--- config.mk ---
export PLATFORM = sky130hd
export DESIGN_NAME = interrupt_controller
export DESIGN_NICKNAME = d
export VERILOG_FILES = /design/src/rtl/interrupt_controller.sv
export SDC_FILE = /design/constraint.sdc
export NUM_CORES = 1
export LEC_CHECK = 0
export CORE_MARGIN = 2
export CORE_UTILIZATION = 38
export DETAILED_ROUTE_END_ITERATION = 16
export HOLD_SLACK_MARGIN = 0.05
export PLACE_DENSITY = 0.72
export SYNTH_ARGS = -nofsm -noshare
export SYNTH_HDL_FRONTEND = slang
export SYNTH_SLANG_ARGS = --single-unit
--- constraint.sdc ---
create_clock -name CLK -period 1 [get_ports CLK]
set_input_delay 0.1 -clock CLK [delete_from_list [all_inputs] [get_ports CLK]]
set_output_delay 0.1 -clock CLK [all_outputs]
set_load 0.005 [all_outputs]
--- src/rtl/interrupt_controller.sv ---
// Two-level vectored interrupt controller: synchronised edge-triggered requests,
// INT0-over-INT1 priority with nesting, and a deferred return-from-interrupt phase.
module interrupt_controller (
    input  logic       CLK,
    input  logic       RESET,
    input  logic       FETCH,
    input  logic       DECODE,
    input  logic       PC_ENX,
    input  logic       INT0_REQ,
    input  logic       INT1_REQ,
    input  logic       RETI,
    input  logic       EI,
    input  logic       DI,
    output logic [2:0] PC_NEXTX,
    output logic       PC_LD_INT0X,
    output logic       PC_LD_INT1X,
    output logic       INT0_ACK,
    output logic       INT1_ACK,
    output logic       INT0_ACTIVE,
    output logic       INT1_ACTIVE,
    output logic       GIE
);

    localparam logic [2:0] PC_NEXTX_NEXT  = 3'd0;
    localparam logic [2:0] PC_NEXTX_INTV0 = 3'd1;
    localparam logic [2:0] PC_NEXTX_INTV1 = 3'd2;
    localparam logic [2:0] PC_NEXTX_INTR0 = 3'd3;
    localparam logic [2:0] PC_NEXTX_INTR1 = 3'd4;

    typedef enum logic {
        ST_RUN     = 1'b0,
        ST_RETPEND = 1'b1
    } state_t;

    state_t     state_r;
    state_t     state_nxt_s;
    logic [1:0] int0_sync_r;
    logic [1:0] int1_sync_r;
    logic       int0_prev_r;
    logic       int1_prev_r;
    logic [1:0] arm_cnt_r;
    logic       pend0_r;
    logic       pend1_r;
    logic       act0_r;
    logic       act1_r;
    logic       gie_r;
    logic       ack0_r;
    logic       ack1_r;
    logic       edge0_s;
    logic       edge1_s;
    logic       commit_s;
    logic       elig0_s;
    logic       elig1_s;
    logic       take0_s;
    logic       take1_s;
    logic       ret0_s;
    logic       ret1_s;
    logic [2:0] pc_nextx_s;

    // Request synchronisers; edges stay masked until the pipeline holds post-reset samples.
    always_ff @(posedge CLK or negedge RESET) begin
        if (!RESET) begin
            int0_sync_r <= 2'b00;
            int1_sync_r <= 2'b00;
            int0_prev_r <= 1'b0;
            int1_prev_r <= 1'b0;
            arm_cnt_r   <= 2'd0;
        end else begin
            int0_sync_r <= {int0_sync_r[0], INT0_REQ};
            int1_sync_r <= {int1_sync_r[0], INT1_REQ};
            int0_prev_r <= int0_sync_r[1];
            int1_prev_r <= int1_sync_r[1];
            if (arm_cnt_r != 2'd3) begin
                arm_cnt_r <= arm_cnt_r + 2'd1;
            end else begin
                arm_cnt_r <= arm_cnt_r;
            end
        end
    end

    // Edge detection and priority eligibility.
    always_comb begin
        edge0_s  = (arm_cnt_r == 2'd3) & int0_sync_r[1] & ~int0_prev_r;
        edge1_s  = (arm_cnt_r == 2'd3) & int1_sync_r[1] & ~int1_prev_r;
        commit_s = FETCH & PC_ENX;
        elig0_s  = pend0_r & gie_r & ~act0_r;
        elig1_s  = pend1_r & gie_r & ~act0_r & ~act1_r;
    end

    // State register.
    always_ff @(posedge CLK or negedge RESET) begin
        if (!RESET) begin
            state_r <= ST_RUN;
        end else begin
            state_r <= state_nxt_s;
        end
    end

    // Next-state logic.
    always_comb begin
        state_nxt_s = state_r;
        case (state_r)
            ST_RUN: begin
                if (DECODE & RETI & (act0_r | act1_r)) begin
                    state_nxt_s = ST_RETPEND;
                end else begin
                    state_nxt_s = ST_RUN;
                end
            end
            ST_RETPEND: begin
                if (commit_s) begin
                    state_nxt_s = ST_RUN;
                end else begin
                    state_nxt_s = ST_RETPEND;
                end
            end
            default: state_nxt_s = ST_RUN;
        endcase
    end

    // Output selection: vectoring in RUN, return address in RETPEND, otherwise sequential.
    always_comb begin
        pc_nextx_s = PC_NEXTX_NEXT;
        take0_s    = 1'b0;
        take1_s    = 1'b0;
        ret0_s     = 1'b0;
        ret1_s     = 1'b0;
        case (state_r)
            ST_RUN: begin
                if (commit_s & elig0_s) begin
                    take0_s    = 1'b1;
                    pc_nextx_s = PC_NEXTX_INTV0;
                end else if (commit_s & elig1_s) begin
                    take1_s    = 1'b1;
                    pc_nextx_s = PC_NEXTX_INTV1;
                end else begin
                    pc_nextx_s = PC_NEXTX_NEXT;
                end
            end
            ST_RETPEND: begin
                if (commit_s & act0_r) begin
                    ret0_s     = 1'b1;
                    pc_nextx_s = PC_NEXTX_INTR0;
                end else if (commit_s) begin
                    ret1_s     = 1'b1;
                    pc_nextx_s = PC_NEXTX_INTR1;
                end else begin
                    pc_nextx_s = PC_NEXTX_NEXT;
                end
            end
            default: pc_nextx_s = PC_NEXTX_NEXT;
        endcase
    end

    // Pending, in-service, acknowledge and global-enable flags; a new edge beats an acknowledge clear.
    always_ff @(posedge CLK or negedge RESET) begin
        if (!RESET) begin
            pend0_r <= 1'b0;
            pend1_r <= 1'b0;
            act0_r  <= 1'b0;
            act1_r  <= 1'b0;
            ack0_r  <= 1'b0;
            ack1_r  <= 1'b0;
            gie_r   <= 1'b0;
        end else begin
            pend0_r <= edge0_s | (pend0_r & ~take0_s);
            pend1_r <= edge1_s | (pend1_r & ~take1_s);
            act0_r  <= take0_s | (act0_r & ~ret0_s);
            act1_r  <= take1_s | (act1_r & ~ret1_s);
            ack0_r  <= take0_s;
            ack1_r  <= take1_s;
            if (DECODE & DI) begin
                gie_r <= 1'b0;
            end else if (DECODE & EI) begin
                gie_r <= 1'b1;
            end else begin
                gie_r <= gie_r;
            end
        end
    end

    assign PC_NEXTX    = pc_nextx_s;
    assign PC_LD_INT0X = take0_s;
    assign PC_LD_INT1X = take1_s;
    assign INT0_ACK    = ack0_r;
    assign INT1_ACK    = ack1_r;
    assign INT0_ACTIVE = act0_r;
    assign INT1_ACTIVE = act1_r;
    assign GIE         = gie_r;

endmodule

==> impl_metrics.yaml <==
cts:
  htreeDepth: 1
  cts_hold_buf: 0
  clockBufferDepth: 2
  cts_buffers: 3
  root_buffer: "clkbuf_4"
  insertion_delay_ns: 0.28
  clkTransAtPathRegs_ns: 0.09
  cts_tree: "built"
  cts.sinks: 16
logic_synthesis:
  ys_types: 21
  syn_area_per_cell_um2: 13.0
  synth_seq_cells: 16
  syn_area_um2: 583
  synth-seq-area-share: 0.687
  synth_top_area_frac: 0.687
  synth_top_area_cell: "dfrtp_1"
  synth.net_count: 56
  yosysMostFrequentCell: "dfrtp_1"
  ys_warn_count: 0
  ys_top_cells_by_area: "dfrtp_1 69%, nand2_1 3.2%, a21oi_1 2.6%"
  synth-edff-count: 0
  async_flop_share: 1.00
  synthTopCellsByCount: "16 x dfrtp_1, 5 x nand2_1, 3 x a21oi_1, 3 x inv_1, 2 x nor2_1"
  synthesis.instances: 45
  synthFlopType: "dfrtp_1"
pwr:
  clkPwrFrac: 0.201
  power_density_nw_per_um2: 1850
  pwr-share-comb: 0.408
  seqPwrFrac: 0.391
  switching_share: 0.292
  power_leakage_nw: 0.525
  irDropWorstVdd_uv: 1170
  power.internal_mw: 1.47
  power.switching_uw: 605
timing:
  setup_viol: 16
  worst_slew_pin_slew_ns: 0.242
  finalHoldViolCount: 0
  worst_slack_ns: -0.538
  slew_viol_final: 0
  min_period_ns: 1.54
  rsz0062_at_grt: "yes"
  relSlewSlack: 0.838
  finClkSkew_ns: 0.00196
  finalCritPeriodShare: 1.54
  holdWs_ns: 0.130
  setup_tns_ns: -3.97
  fmax_mhz: 650
setup_path:
  crit_arrival_ns: 1.44
  worstPathMaxFanout: 2
  crit_type: "reg -> out"
  setup.worst_path.end_class: "primary output"
  start_kind: "register"
  required_ns: 0.90
  r2r_cells: 6
routing:
  vias: 529
  drc: 0
  vias_per_cell: 4.85
  drtIter0Drc: 5
  ant_nets: 0
  drt_pass1_iterations: 4
  drt-wirelength-per-cell_um: 14.4
  wirelength_um: 1570
placed_design:
  dp.cells: 94
  gp_congestion: 0.796
  place_area_um2: 902
  dpl.hpwl_um: 905
  numPortBuffers: 19
floorplanning:
  die_w_um: 43.2
  initial_core_util: 0.396
  dieArea_um2: 1860
  die_h_um: 43.2
  rows: 14
  core-area_um2: 1470
  io_pins: 20
final_layout:
  fin_area_um2: 1120
  final_nets: 105
  instances_no_fill: 109
  area_growth_syn_to_layout_pct: 91.8
  layout-drive-gt1-share: 0.581
  diodes: 0
job:
  cap_violations: 0
global_routing:
  grt_most_used_layer: "met2"
  grt_pass1_wl_um: 2470
  track_usage: 0.188
  antenna_found_initial: 0
  grt_overflow: 0
  first_global_vias: 612
  grtUsageMet3: 0.0426
  grt_use_met1: 0.193
  grt_max_degree: 17
  use_met2: 0.334
hold_path:
  hold_path_class: "in -> async"
outcome:
  violations: "negative setup slack"
  status: "finished, violations left"
[per-stage QoR]
step | power, mW | setup WS (ns) | utilization
floorplan | 0.967 | -0.0996 | -
global placement | 1.33 | -0.613 | 0.613
detailed placement | 1.34 | -0.645 | 0.613
CTS | 1.92 | -0.535 | 0.719
global route | 2.19 | -0.608 | 0.760
finish | 2.07 | -0.538 | 0.760
[cells by family after synthesis]
logic type / Yosys count / synth area share
AND/OR/NAND/NOR: 14 / 0.135
flip-flops: 16 / 0.687
multiplexers: 1 / 0.0193
AO/OA/AOI/OAI: 9 / 0.103
adder cells (fa/ha/maj): 1 / 0.0215
buffers and inverters: 3 / 0.0193
XOR/XNOR: 1 / 0.0150
[per-layer routing]
layer  vias to the layer above  wire (µm)  part of all wire
li1                        254          -                 -
met1                       253        629              0.40
met2                        20        829              0.53
met3                         2        102             0.065
met4                         0          6            0.0038
met5                         -          0                 0
[placed cells by master, fill, tap and decap left out, types with 2 or more instances in the layout]
| cell | synthesis | routed |
|---|---|---|
| buf_4 | 0 | 16 |
| nand2_2 | 0 | 2 |
| buf_6 | 0 | 12 |
| buf_2 | 0 | 4 |
| dfrtp_1 | 16 | 15 |
| clkdlybuf4s50_1 | 0 | 9 |
| inv_1 | 3 | 2 |
| clkdlybuf4s15_1 | 0 | 2 |
| a21oi_1 | 3 | 2 |
| nand2_1 | 5 | 3 |
| clkbuf_4 | 0 | 3 |
[worst paths after layout]
path,startpoint,endpoint,slack [ns]
setup / recovery,state_r$_DFF_PN0_,PC_NEXTX[1],-0.54
hold / removal,RESET,INT1_ACTIVE$_DFF_PN0_,0.13
setup reg to reg,state_r$_DFF_PN0_,pend1_r$_DFF_PN0_,-0.42
hold reg to reg,int0_sync_r[0]$_DFF_PN0_,int0_sync_r[1]$_DFF_PN0_,0.36
max in group asynchronous,RESET,INT0_ACTIVE$_DFF_PN0_,0.68
min in group CLK,INT1_REQ,int1_sync_r[0]$_DFF_PN0_,0.25
[what timing repair did]
action                     CTS  global route
pin swaps                    7             8
buffers inserted            12             8
gates resized for setup     49            19
setup endpoints to repair   19            16
[flip-flops by register name, summed over array words and instances (netlist names)]
signal and count:
arm_cnt_r 2, int0_prev_r 1, pend1_r 1, int1_sync_r 2
INT0_ACTIVE 1, int0_sync_r 2, int1_prev_r 1, pend0_r 1
state_r 1, INT1_ACK 1, INT0_ACK 1, GIE 1
INT1_ACTIVE 1
[final cells by class]
class	count	area [µm²]
inverters	3	11.3
repair buffers	44	390
clock buffers	4	36.3
multi-input cells	26	259
flip-flops and latches	16	402
well taps	16	20.0
fillers	94	353
[power groups by stage]
stage | Clock (mW) | Combinational, mW | Sequential (mW)
3_3_place_gp | 0 | 0.523 | 0.805
5_1_grt | 0.458 | 0.907 | 0.820
4_1_cts | 0.426 | 0.695 | 0.803
2_1_floorplan | 0 | 0.130 | 0.837
3_5_place_dp | 0 | 0.533 | 0.809
6_report | 0.416 | 0.846 | 0.809
[critical path, stage by stage (launching register included)]
cell and delay (ns):
dfrtp_1 0.42, nor4b_2 0.27, nand4_1 0.14, buf_4 0.17
nand2_2 0.05, buf_2 0.11
No activity file was read; power rests on OpenSTA's default activity.
==> RTL edit, RTL diff (same flow settings) <==
Make the reset (`RESET`) synchronous in 3 clocked blocks.
--- a/src/rtl/interrupt_controller.sv
+++ b/src/rtl/interrupt_controller.sv
@@ -59,5 +59,5 @@
 
     // Request synchronisers; edges stay masked until the pipeline holds post-reset samples.
-    always_ff @(posedge CLK or negedge RESET) begin
+    always_ff @(posedge CLK) begin
         if (!RESET) begin
             int0_sync_r <= 2'b00;
@@ -89,5 +89,5 @@
 
     // State register.
-    always_ff @(posedge CLK or negedge RESET) begin
+    always_ff @(posedge CLK) begin
         if (!RESET) begin
             state_r <= ST_RUN;
@@ -154,5 +154,5 @@
 
     // Pending, in-service, acknowledge and global-enable flags; a new edge beats an acknowledge clear.
-    always_ff @(posedge CLK or negedge RESET) begin
+    always_ff @(posedge CLK) begin
         if (!RESET) begin
             pend0_r <= 1'b0;
Check against the original RTL: differs if RESET is asserted again (counterexample within 4 cycles, from zero or initial values and one cycle with RESET low); with RESET held inactive, the same outputs for 10 cycles.
==> RTL edit against the original RTL <==
The flow still finishes with violations (negative setup slack); critical endpoint is now PC_LD_INT1X; global-route usage fell by 0.63 points; via count rose by 16%; register-to-register slack improved by 0.16 ns; core utilization fell by 3.7 points; design area up 0.78%; sequential cell count did not move; setup slack better by 0.030 ns; routed wire length grew 1.6%; area after synthesis grew 11%.
Power is not compared: it rests on default switching activity, and its combinational part moved more than twofold at a synthesized area within 25%.
==> RTL edit: results (changes against the original RTL) <==
- Synth cell count leaders: dfxtp_1, and2_1, nand2_1
- Status: finished, violations left
- GP Congestion: 0.728 (-8.6%)
- Tcrit/Tclk final: 151% (-3.0 points)
- Distinct cells, synth: 29 (+38%)
- Final Skew: 0.0106 ns (+0.00866 ns)
- Avg WL per Cell: 13.2 µm (-8.5%)
- Inst Count DP: 105 (+12%)
- Synth Area in Compound Gates: 9.85% (-0.45 points)
- Asr flop ratio synth: 0% (-100 points)
- Final Worst Setup Slack: -0.508 ns (+0.0305 ns)
- Slowest stage delay, CP: 0.34 ns (-0.08 ns)
- CP max FO: 4 (+2)
- Placement Cell Area: 936 µm² (+3.7%)
- Final Setup Violations: 13 (-3)
- DRT iter0 DRCs: 4 (-1)
- Total number of vias: 615 (+16%)
- Layout Nets: 117 (+11%)
- Hold crit path type: in -> reg
- Failing checks: negative setup slack
- Post-synthesis mux area share: 1.54% (-0.39 points)
- Setup bufs post-CTS: 10 (-2)
- Total Routed Length: 1.59 mm (+1.6%)
- Largest net degree at the start of global routing: 10 (-7)
- Mapped Cells: 61 (+36%)
## RTL edit: kinds of logic after synthesis
family,Yosys count
and+or+nand+nor,29
DFF,16
AOI/OAI and AO/OA,9
buffers and inverters,4
xor gates and xnor gates,1
muxes,1
adders and majority gates,1
## RTL edit: path summary, 6_finish.rpt
path / startpoint / to / slack [ns] / depth (start not counted)
setup / recovery: pend0_r$_SDFF_PN0_ / PC_LD_INT1X / -0.51 / 4
setup reg to reg: pend0_r$_SDFF_PN0_ / INT1_ACK$_SDFF_PN0_ / -0.26 / 5
hold / removal: INT0_REQ / int0_sync_r[0]$_SDFF_PN0_ / 0.39 / 2
hold reg to reg: int1_sync_r[0]$_SDFF_PN0_ / int1_sync_r[1]$_SDFF_PN0_ / 0.43 / 1
## RTL edit: critical path: cells and delay by family (launching register included)
kind / cells / cell delay (ns)
simple gates: 2 / 0.52
flops: 1 / 0.34
buf+inv: 2 / 0.27
## RTL edit: routing by layer
layer  vias to the layer above  part of all wire, %  track usage, %
met5                         -                    0               0
met4                         0                  2.0            8.82
met3                         5                  3.8            6.00
met2                        14                   48            30.0
met1                       292                   46            20.9
li1                        304                    -               -
## RTL edit: area by class of cell
cell class	instances	area (µm²)
timing repair buffer	42	354
inverter	2	12.5
tap	16	20.0
sequential	16	332
clock buffer	4	36.3
multi-input combinational	41	373
fill	124	432
## RTL edit: power by group through the flow
stage / Combinational, W / Sequential [W] / Clock, W
finish: 0.000160 / 0.000689 / 0.000426
global placement: 0.000140 / 0.000698 / 0
CTS: 0.000147 / 0.000680 / 0.000430
global route: 0.000184 / 0.000692 / 0.000461
detailed placement: 0.000147 / 0.000700 / 0
floorplan: 0.0000727 / 0.000697 / 0
